## config.mk

```make
export PLATFORM = sky130hd
export DESIGN_NAME = matrix_scan_decoder
export DESIGN_NICKNAME = d
export VERILOG_FILES = /design/src/rtl/matrix_scan_decoder.sv
export SDC_FILE = /design/constraint.sdc
export NUM_CORES = 1
export LEC_CHECK = 0
export BUFFER_PORTS_ARGS = -buffer_cell sky130_fd_sc_hd__clkbuf_2
export CORE_UTILIZATION = 25
export DETAILED_ROUTE_END_ITERATION = 7
export GPL_ROUTABILITY_DRIVEN = 0
export PLACE_DENSITY = 0.47
export SKIP_CTS_REPAIR_TIMING = 1
export SLEW_MARGIN = 0
export SYNTH_ARGS = -nofsm -noshare
export SYNTH_HDL_FRONTEND = slang
export SYNTH_SLANG_ARGS = --single-unit
```

## constraint.sdc

```tcl
create_clock -name clk_in -period 5.7 [get_ports clk_in]
set_input_delay 1.14 -clock clk_in [delete_from_list [all_inputs] [get_ports clk_in]]
set_output_delay 1.14 -clock clk_in [all_outputs]
set_load 0.01 [all_outputs]
```

## src/rtl/matrix_scan_decoder.sv

```systemverilog
// Decodes a multiplexed 4x4 LED scan (row/column lines + slow scan clock) back into a frame bitmap.
// Latency: strobe 3 clk_in after scan_clk_in falls; frame_out/frame_valid registered on the closing strobe.
// Backpressure: none; pure monitor, frames are published unconditionally and must be taken on frame_valid.
module matrix_scan_decoder #(
    parameter int ROW    = 4,
    parameter int COLUMN = 4,
    parameter int PIXELS = ROW * COLUMN,
    parameter int WINDOW = 16,
    parameter int SLOT_W = $clog2(WINDOW)
) (
    input  logic              clk_in,
    input  logic              rst_n_in,
    input  logic              scan_clk_in,
    input  logic [COLUMN-1:0] data_x_in,
    input  logic [ROW-1:0]    data_y_in,
    output logic [PIXELS-1:0] frame_out,
    output logic              frame_valid,
    output logic              frame_changed,
    output logic [7:0]        glitch_count,
    output logic [SLOT_W-1:0] slot_index
);

    typedef enum logic {IDLE = 1'b0, RUN = 1'b1} state_t;

    state_t            state;
    logic              scan_s1, scan_s2, scan_s3;
    logic [COLUMN-1:0] x_s1, x_s2;
    logic [ROW-1:0]    y_s1, y_s2;
    logic [PIXELS-1:0] acc;

    logic              strobe;
    logic              x_one, y_one, x_multi, y_multi;
    logic              slot_lit, slot_glitch;
    logic [PIXELS-1:0] lit_bits;
    logic [PIXELS-1:0] acc_next;

    // Two-flop synchronizers for all scan inputs, plus a third scan flop for edge detection
    always_ff @(posedge clk_in or negedge rst_n_in) begin
        if (!rst_n_in) begin
            scan_s1 <= 1'b0;
            scan_s2 <= 1'b0;
            scan_s3 <= 1'b0;
            x_s1    <= '0;
            x_s2    <= '0;
            y_s1    <= '0;
            y_s2    <= '0;
        end else begin
            scan_s1 <= scan_clk_in;
            scan_s2 <= scan_s1;
            scan_s3 <= scan_s2;
            x_s1    <= data_x_in;
            x_s2    <= x_s1;
            y_s1    <= data_y_in;
            y_s2    <= y_s1;
        end
    end

    // Classify the synchronized lines; the lit pixel is the outer product of the one-hot x and y
    always_comb begin
        strobe      = (state == RUN) && scan_s3 && !scan_s2;
        x_one       = (x_s2 != '0) && ((x_s2 & (x_s2 - 1'b1)) == '0);
        y_one       = (y_s2 != '0) && ((y_s2 & (y_s2 - 1'b1)) == '0);
        x_multi     = (x_s2 != '0) && !x_one;
        y_multi     = (y_s2 != '0) && !y_one;
        slot_glitch = x_multi || y_multi;
        slot_lit    = x_one && y_one;
        lit_bits    = '0;
        for (int r = 0; r < ROW; r++) begin
            for (int c = 0; c < COLUMN; c++) begin
                lit_bits[r*COLUMN + c] = slot_lit && y_s2[r] && x_s2[c];
            end
        end
        acc_next = acc | lit_bits;
    end

    // Scan FSM: wait for a real high level after reset, then accumulate and publish per window
    always_ff @(posedge clk_in or negedge rst_n_in) begin
        if (!rst_n_in) begin
            state         <= IDLE;
            acc           <= '0;
            slot_index    <= '0;
            glitch_count  <= '0;
            frame_out     <= '0;
            frame_valid   <= 1'b0;
            frame_changed <= 1'b0;
        end else begin
            frame_valid   <= 1'b0;
            frame_changed <= 1'b0;
            case (state)
                IDLE: begin
                    if (scan_s2) begin
                        state <= RUN;
                    end
                end
                RUN: begin
                    if (strobe) begin
                        if (slot_glitch && glitch_count != 8'hFF) begin
                            glitch_count <= glitch_count + 8'd1;
                        end
                        if (slot_index == SLOT_W'(WINDOW - 1)) begin
                            frame_out     <= acc_next;
                            frame_valid   <= 1'b1;
                            frame_changed <= (acc_next != frame_out);
                            acc           <= '0;
                            slot_index    <= '0;
                        end else begin
                            acc        <= acc_next;
                            slot_index <= slot_index + 1'b1;
                        end
                    end
                end
                default: state <= IDLE;
            endcase
        end
    end

endmodule

```

==> results of run 1 <==
[kinds of logic after synthesis]
| family | after synthesis | synth area share, % |
|---|---|---|
| simple gates | 119 | 20.31 |
| compound gates | 90 | 18.21 |
| flops | 66 | 52.36 |
| buf+inv | 29 | 3.887 |
| xor+xnor | 10 | 2.777 |
| fa+ha+maj | 4 | 1.428 |
| mux | 3 | 1.031 |
[layout by cell type (no fill, tap or decap), types with 2 or more instances in the layout]
cell,Yosys,final
nor2_1,36,36
a2bb2oi_1,5,5
a41oi_1,2,2
nand4_1,11,11
o41ai_1,2,2
a22oi_1,3,3
a2111oi_0,2,2
inv_1,11,11
and3_1,2,2
nand2_1,17,17
a31oi_1,15,15
nand2b_1,22,22
nand3_1,7,7
nor3_1,6,5
clkbuf_2,0,39
maj3_1,2,2
nor2b_1,8,8
clkbuf_16,0,9
nor4_4,2,2
buf_4,1,3
mux2_2,2,2
clkinv_2,0,3
dfrtp_1,66,66
o21ai_0,5,5
a21oi_1,41,41
ha_1,2,2
o32ai_1,2,2
xnor2_1,9,9
o22ai_1,6,6
nor4_1,3,3
[power by group through the flow]
stage	sequential, mW	combinational, mW	clock, mW
finish	0.723	0.528	0.502
CTS	0.724	0.525	0.517
global route	0.746	0.589	0.534
global placement	0.728	0.520	0
detailed placement	0.731	0.523	0
floorplan	0.714	0.327	0
[final timing paths]
check	slack (ns)	from	to	depth (start not counted)
min reg2reg	0.35	x_s1[3]	x_s2[3]	0
min	0.35	x_s1[3]	x_s2[3]	0
max	3.40	x_s2[1]	frame_out[9]	6
max in group asynchronous	4.16	rst_n_in	frame_changed	2
max reg2reg	3.40	x_s2[1]	frame_out[9]	6
min in group asynchronous	0.99	rst_n_in	glitch_count[5]	2
[per-layer routing]
metal / wire [um] / track usage [%] / up-vias
met1: 3914 / 18.50 / 1257
met3: 590 / 5.029 / 18
met2: 3749 / 20.85 / 91
met5: 0 / 0 / -
li1: - / - / 1227
met4: 163 / 5.974 / 0
[per-stage QoR]
stage	utilization (%)	cells
floorplan	-	321
global placement	28.87	514
detailed placement	28.87	514
CTS	31.09	529
global route	31.09	529
finish	31.09	529
[cell type report]
cell class	count	area, um^2
Clock buffer	10	239.0
Clock inverter	5	31.28
Fill cell	1266	8381
Inverter	11	41.29
Multi-Input combinational cell	226	1385
Sequential cell	66	1652
Tap cell	168	210.2
Timing Repair Buffer	43	222.7
[flip-flops by register name, indices dropped and copies added, names as in the netlist, 4 cells and up]
name	count
acc	16
frame_out	16
glitch_count	8
slot_index	4
x_s1	4
x_s2	4
y_s1	4
y_s2	4
==> impl_results.md, run 1 <==
* Seq pwr share at 41.2%
* Status: finished, final reports clean
* Clock Latency Late Sink at 0.33 ns
* Sw Ratio at 36.84%
* Tmin final at 2.297 ns
* Synth Register Bits at 66
* Area contributors post-synth: dfrtp_1 52%, a21oi_1 6.5%, nand2b_1 4.4%, nor2_1 4.3%, a31oi_1 3.0%
* Share of layout cells above drive strength 1 at 18.84%
* Power Density at 463.5 nW/um^2
* Hold WC Path Type: flip-flop to flip-flop
* Initial antenna violation count at 0
* Post-DRT Antenna Nets at 0
* CP max stage delay at 0.75 ns
* Highest clock rate at 435.4 MHz
* Lkg Pwr at 1.665 nW
* Top-count cell post-synth: dfrtp_1
* Vias in the first global route at 2,707
* Synth unique cells at 45
* Global-route usage over all layers at 14.08%
* Clock root buffer: clkbuf_16
* Gr ovfl total at 0
* I/O pin count at 41
* Switch Pwr at 0.6456 mW
* Total die area at 13,070 um^2
* # port buffers at 40
* Final Hold Vio Count at 0
* Final period util at 40.29%
* Setup ws final at 3.403 ns
* Worst vdd ir at 0.2323 mV
* Longest Clk Path Bufs at 2
* Clock sink total at 66
* Drc violations at 0
* CP max stage cell: dfrtp_1
* Die X at 114.3 um
* Syn nets at 334
* Leading area contributor after synthesis: dfrtp_1
* CP required at 5.96 ns
* Vias per inst at 4.902
* Final clock skew at 0.008125 ns
* Power Total at 1.752 mW
* Yosys warning total at 0
* CP Capture Type: flip-flop
* Area grow syn2layout at 19.87%
* Worst Setup Start Kind: flip-flop
* Post-Syn Instances at 321
* WL final at 8.417 mm
* Hold_ws at 0.3452 ns
* Clk slew on worst S/H paths at 0.05 ns
* Synth top area share at 52.36%
* DR vias at 2,593
* Dpl hpwl at 5.734 mm
* Global-route wire length before repair at 14.00 mm
* Total core area at 12,160 um^2
* Post-synth top flop: dfrtp_1
* Place WS at 3.447 ns
* Worst path bufs/invs at 0
* Crit path max-delay family: simple AND/OR/NAND/NOR gates
* Number of synthesized flops with an enable pin at 0
* Peak fanout along the critical path at 18
* Crit path kind: flip-flop to flip-flop
* Slew Viols, Final at 0
* Number of max-cap violations at 0
* Sum Neg Setup Slack at 0 ns
* Htree depth at 3
* Most used cell, CP: a21oi_1
* Slew @ Worst Pin at 0.8396 ns
* CTS tree: built
* Initial Util at 25.94%
* Placed cell area at 3511 um^2
* Mapped cell area at 3154 um^2
* Die span in y at 114.3 um
* NumNets Final at 370
* Internal at 1.107 mW
* Count of final setup violators at 0
* CP arrival at 2.55 ns
* Mean Syn Cell Area at 9.826 um^2
* Drt first pass iters at 5
* Power share of the clock group at 28.6%
* Commonest cells post-synth: 66 x dfrtp_1, 41 x a21oi_1, 36 x nor2_1
* Pin count of the biggest net entering global routing at 67
* CTS Buf Count at 9
* Sequential area share after synthesis at 52.36%
* Slew margin rel. at 44.03%
* # rows at 40
* Comb pwr share at 30.1%
* Diode count at 0
* Ys async rst share at 100.0%
* WL/cell at 15.91 um
* CP Cell Sequence: or3b_1 -> o211ai_2 -> o21ai_4 -> nor4_4 -> a21oi_1 -> a21oi_1
* RSZ-0062 raised after global routing: no
* Fin area at 3781 um^2
* Initial DRC count at 228
Note: power is estimated with default switching activity, not from simulation.
==> run 2: changes to the inputs <==
Settings changed: PLACE_DENSITY 0.47 to 0.48.
Clock period 5.7 ns to 2.1 ns, I/O delays scaled along.
==> impl_results.md, run 2 (same netlist as run 1, synthesis figures left out) <==
* Lkg Pwr at 1.744 nW (+4.8%)
* Clk slew on worst S/H paths at 0.06 ns (about the same)
* CP Capture Type: flip-flop
* Count of final setup violators at 0 (unchanged)
* Vias per inst at 4.862 (-0.82%)
* CTS Buf Count at 9 (unchanged)
* Drc violations at 0 (unchanged)
* Setup ws final at 0.1318 ns (-3.271 ns)
* Commonest non-fill, non-tap cell in the layout: dfrtp_1
* Total core area at 12,160 um^2 (unchanged)
* Clock sink total at 66 (unchanged)
* I/O pin count at 41 (unchanged)
* Slew @ Worst Pin at 0.4910 ns (-0.3486 ns)
* Post-DRT Antenna Nets at 0 (unchanged)
* Most frequent cells in the layout: 65 x dfrtp_1, 41 x a21oi_1, 39 x clkbuf_2
* Power Total at 4.983 mW (+180%)
* Place WS at -0.02658 ns (-3.473 ns)
* Worst vdd ir at 0.4696 mV (+100%)
* Initial antenna violation count at 0 (unchanged)
* DR vias at 2,635 (+1.6%)
* Final period util at 93.72% (+53 points)
* Status: finished, final reports clean
* Pin count of the biggest net entering global routing at 51 (-24%)
* CP required at 2.36 ns (-3.60 ns)
* Slew margin rel. at 66.42% (+22 points)
* Slew Viols, Final at 0 (unchanged)
* Hold_ws at 0.04623 ns (-0.2990 ns)
* Power Density at 1266 nW/um^2 (+170%)
* Diode count at 0 (unchanged)
* Die X at 114.3 um (unchanged)
* CTS tree: built
* Tmin final at 1.968 ns (-0.3285 ns)
* Largest registers: acc (16), frame_out (16), glitch_count (8)
* Clock Latency Late Sink at 0.34 ns (about the same)
* Vias in the first global route at 2,600 (-4.0%)
* Final clock skew at 0.008413 ns (+0.0002880 ns)
* Peak fanout along the critical path at 10 (-8)
* CP arrival at 2.23 ns (-0.32 ns)
* CP Cell Sequence: or3b_1 -> o211ai_2 -> o21ai_4 -> nor4_4 -> buf_4 -> nand3_1 -> a21oi_1
* Clock root buffer: clkbuf_16
* Final Hold Vio Count at 0 (unchanged)
* Longest Clk Path Bufs at 2 (unchanged)
* WL/cell at 15.77 um (-0.89%)
* Global-route usage over all layers at 14.30% (+0.23 points)
* NumNets Final at 382 (+3.2%)
* # port buffers at 40 (unchanged)
* Initial DRC count at 164 (-28%)
* Highest clock rate at 508.1 MHz (+17%)
* # rows at 40 (unchanged)
* Global-route wire length before repair at 14.17 mm (+1.2%)
* Drt first pass iters at 6 (+1)
* Dpl hpwl at 6.165 mm (+7.5%)
* Number of max-cap violations at 0 (unchanged)
* WL final at 8.547 mm (+1.5%)
* CP max stage delay at 0.50 ns (-0.25 ns)
* Share of layout cells above drive strength 1 at 22.19% (+3.4 points)
* Hold WC Path Type: primary input to async pin
* RSZ-0062 raised after global routing: no
* Worst Setup Start Kind: flip-flop
* CP max stage cell: dfrtp_1
* Crit path kind: flip-flop to flip-flop
* Total die area at 13,070 um^2 (unchanged)
* Htree depth at 3 (unchanged)
* Initial Util at 25.94% (unchanged)
* Area grow syn2layout at 24.79%
* Gr ovfl total at 0 (unchanged)
* Die span in y at 114.3 um (unchanged)
[run 2: cell count changes in the layout (fill, tap and decap cells not counted), moves of 2 or more]
cell | before | now
clkinv_2 | 3 | 1
inv_6 | 0 | 2
buf_4 | 3 | 13
buf_12 | 0 | 2
[run 2: worst paths after layout]
check                             from               to  slack (ns)  depth (start not counted)
min reg2reg                    x_s1[1]          x_s2[1]        0.35                          0
max reg2reg                    x_s2[2]          acc[12]        0.13                          7
max in group asynchronous     rst_n_in    frame_changed        1.45                          2
max                            x_s2[2]          acc[12]        0.13                          7
min                           rst_n_in  glitch_count[1]        0.05                          1
min in group clk_in        scan_clk_in          scan_s1        0.19                          1
[run 2: cell type report]
class	instances	area, um^2
tap	168	210.2
clock inverter	7	77.57
inverter	11	41.29
fill	1263	8225
timing repair buffer	55	337.8
sequential	66	1653
multi-input combinational	226	1391
clock buffer	9	225.2
[run 2: layer usage]
layer  vias up  track usage (%)  share of wire [%]
met1      1257            19.98                 47
met2       109            21.62                 45
met5         -                0                  0
met3        19            2.965                6.7
met4         0            5.628                2.0
li1       1250                -                  -
[run 2: stage by stage]
step | TNS, ns | util (%) | instance area [um^2] | instances
final | 0 | 32.37 | 3936 | 542
after global placement | -0.03375 | 29.75 | 3618 | 525
after detailed placement | -0.02658 | 29.75 | 3618 | 525
after global routing | 0 | 32.37 | 3936 | 542
after CTS | -0.04058 | 32.24 | 3921 | 541
after floorplan | 0 | - | 3154 | 321
[run 2: worst max-delay path: cells and delay by family, from the launching register on]
| kind | cells | cell delay [ns] |
|---|---|---|
| AO/OA/AOI/OAI | 3 | 0.41 |
| flip-flops | 1 | 0.50 |
| AND/OR/NAND/NOR | 3 | 0.78 |
| buffers and inverters | 1 | 0.20 |
[run 2: power by group]
part	switching, mW	total, mW	leakage (nW)	internal [mW]
clock	0.600	1.53	0.146	0.928
sequential	0.365	1.92	0.837	1.56
combinational	0.859	1.53	0.761	0.674
==> run 3: changes to the inputs <==
Settings changed: MAX_ROUTING_LAYER set to met4.
==> impl_results.md, run 3 (same netlist as run 1, synthesis figures left out) <==
* Pin count of the biggest net entering global routing at 51 (unchanged)
* Count of final setup violators at 0 (unchanged)
* Placed cells at 525 (unchanged)
* Slew margin rel. at 66.42% (about the same)
* Post-Layout Cell Count at 542 (unchanged)
* Initial antenna violation count at 0 (unchanged)
* Vias in the first global route at 2,607 (+0.27%)
* CP Capture Type: flip-flop
* Worst vdd ir at 0.4696 mV (about the same)
* Clock Latency Late Sink at 0.34 ns (about the same)
* Vias per inst at 4.873 (+0.23%)
* Setup ws final at 0.1320 ns (+0.0002470 ns)
* Initial DRC count at 195 (+19%)
* Tmin final at 1.968 ns (-0.0002470 ns)
* WL final at 8.518 mm (-0.34%)
* Final period util at 93.71% (about the same)
* Longest Clk Path Bufs at 2 (unchanged)
* Clk slew on worst S/H paths at 0.06 ns (about the same)
* Gr ovfl total at 0 (unchanged)
* Area grow syn2layout at 24.79% (unchanged)
* Slew @ Worst Pin at 0.4910 ns (+0.00004518 ns)
* Dpl hpwl at 6.165 mm (unchanged)
* RSZ-0062 raised after global routing: no
* Worst r2r src: x_s2[2]
* WL/cell at 15.72 um (-0.34%)
* DR vias at 2,641 (+0.23%)
* Total core area at 12,160 um^2 (unchanged)
* Number of max-cap violations at 0 (unchanged)
* # port buffers at 40 (unchanged)
* Drt first pass iters at 7 (+1)
* CTS tree: built
* I/O pin count at 41 (unchanged)
* Peak fanout along the critical path at 10 (unchanged)
* Power Density at 1267 nW/um^2 (about the same)
* Die X at 114.3 um (unchanged)
* Total die area at 13,070 um^2 (unchanged)
* Crit. Startpoint: x_s2[2]
* Commonest non-fill, non-tap cell in the layout: dfrtp_1
* Register area at 1653 um^2 (unchanged)
* CTS Buf Count at 9 (unchanged)
* Die span in y at 114.3 um (unchanged)
* Status: finished, final reports clean
* # rows at 40 (unchanged)
* Fin util at 32.37% (unchanged)
* CP required at 2.36 ns (about the same)
* Sum Neg Setup Slack at 0 ns (unchanged)
* Share of layout cells above drive strength 1 at 22.19% (unchanged)
* Highest clock rate at 508.1 MHz (about the same)
* Initial Util at 25.94% (unchanged)
* Post-DRT Antenna Nets at 0 (unchanged)
* CP arrival at 2.23 ns (about the same)
* Htree depth at 3 (unchanged)
* Final clock skew at 0.007337 ns (-0.001076 ns)
* Slew Viols, Final at 0 (unchanged)
* NumNets Final at 382 (unchanged)
* Drc violations at 0 (unchanged)
* Final Hold Vio Count at 0 (unchanged)
* Global-route wire length before repair at 14.15 mm (about the same)
* Clock root buffer: clkbuf_16
* Area of the multi-input gates at 1391 um^2 (unchanged)
* Diode count at 0 (unchanged)
* Hold WC Path Type: primary input to async pin
* Global-route usage over all layers at 14.72% (+0.42 points)
* Lkg Pwr at 1.744 nW (unchanged)
* Worst Setup Start Kind: flip-flop
* Clock sink total at 66 (unchanged)
* Place WS at -0.02658 ns (unchanged)
* Most frequent cells in the layout: 65 x dfrtp_1, 41 x a21oi_1, 39 x clkbuf_2
* Fill count at 1,263 (unchanged)
* Crit path kind: flip-flop to flip-flop
* Largest registers: acc (16), frame_out (16), glitch_count (8)
* Register-to-Register Path Depth at 7 (unchanged)
[run 3: area by class of cell]
class                   count  share of cell area, %
flip-flops and latches     66                  41.99
multi-input cells         226                  35.35
repair buffers             55                  8.582
clock buffers               9                  5.722
well taps                 168                  5.340
clock inverters             7                  1.971
inverters                  11                  1.049
[run 3: worst max-delay path, stage by stage (launching register included)]
cell	delay, ns
dfrtp_1	0.50
or3b_1	0.41
o211ai_2	0.10
o21ai_4	0.15
nor4_4	0.29
buf_4	0.20
nand3_1	0.08
a21oi_1	0.16
[run 3: layer usage]
| layer | up-vias | GRT usage (%) | wire length, um |
|---|---|---|---|
| met5 | - | - | 0 |
| met1 | 1245 | 19.88 | 3905 |
| met4 | 0 | 5.628 | 143 |
| met3 | 22 | 2.859 | 635 |
| li1 | 1245 | - | - |
| met2 | 129 | 21.78 | 3834 |
[run 3: where the power goes]
group | internal (mW) | switching (mW) | total, mW
Combinational | 0.674 | 0.863 | 1.54
Sequential | 1.56 | 0.364 | 1.92
Clock | 0.928 | 0.601 | 1.53
Total | 3.16 | 1.83 | 4.99
[run 3: through the flow]
stage | cell area (um^2) | total power, mW | hold slack, ns
after floorplan | 3154 | 2.823 | 0.1244
after detailed placement | 3618 | 3.459 | 0.3363
after global routing | 3936 | 5.308 | 0.09323
after global placement | 3618 | 3.451 | 0.3344
final | 3936 | 4.987 | 0.04708
after CTS | 3921 | 5.017 | 0.05913
[run 3: worst paths after layout]
| kind | end | slack [ns] |
|---|---|---|
| worst max-delay path | acc[12] | 0.13 |
| worst min-delay path | glitch_count[1] | 0.05 |
| worst max register to register | acc[12] | 0.13 |
| worst min register to register | x_s2[1] | 0.35 |
| max in group asynchronous | frame_changed | 1.45 |
| min in group clk_in | scan_s1 | 0.19 |
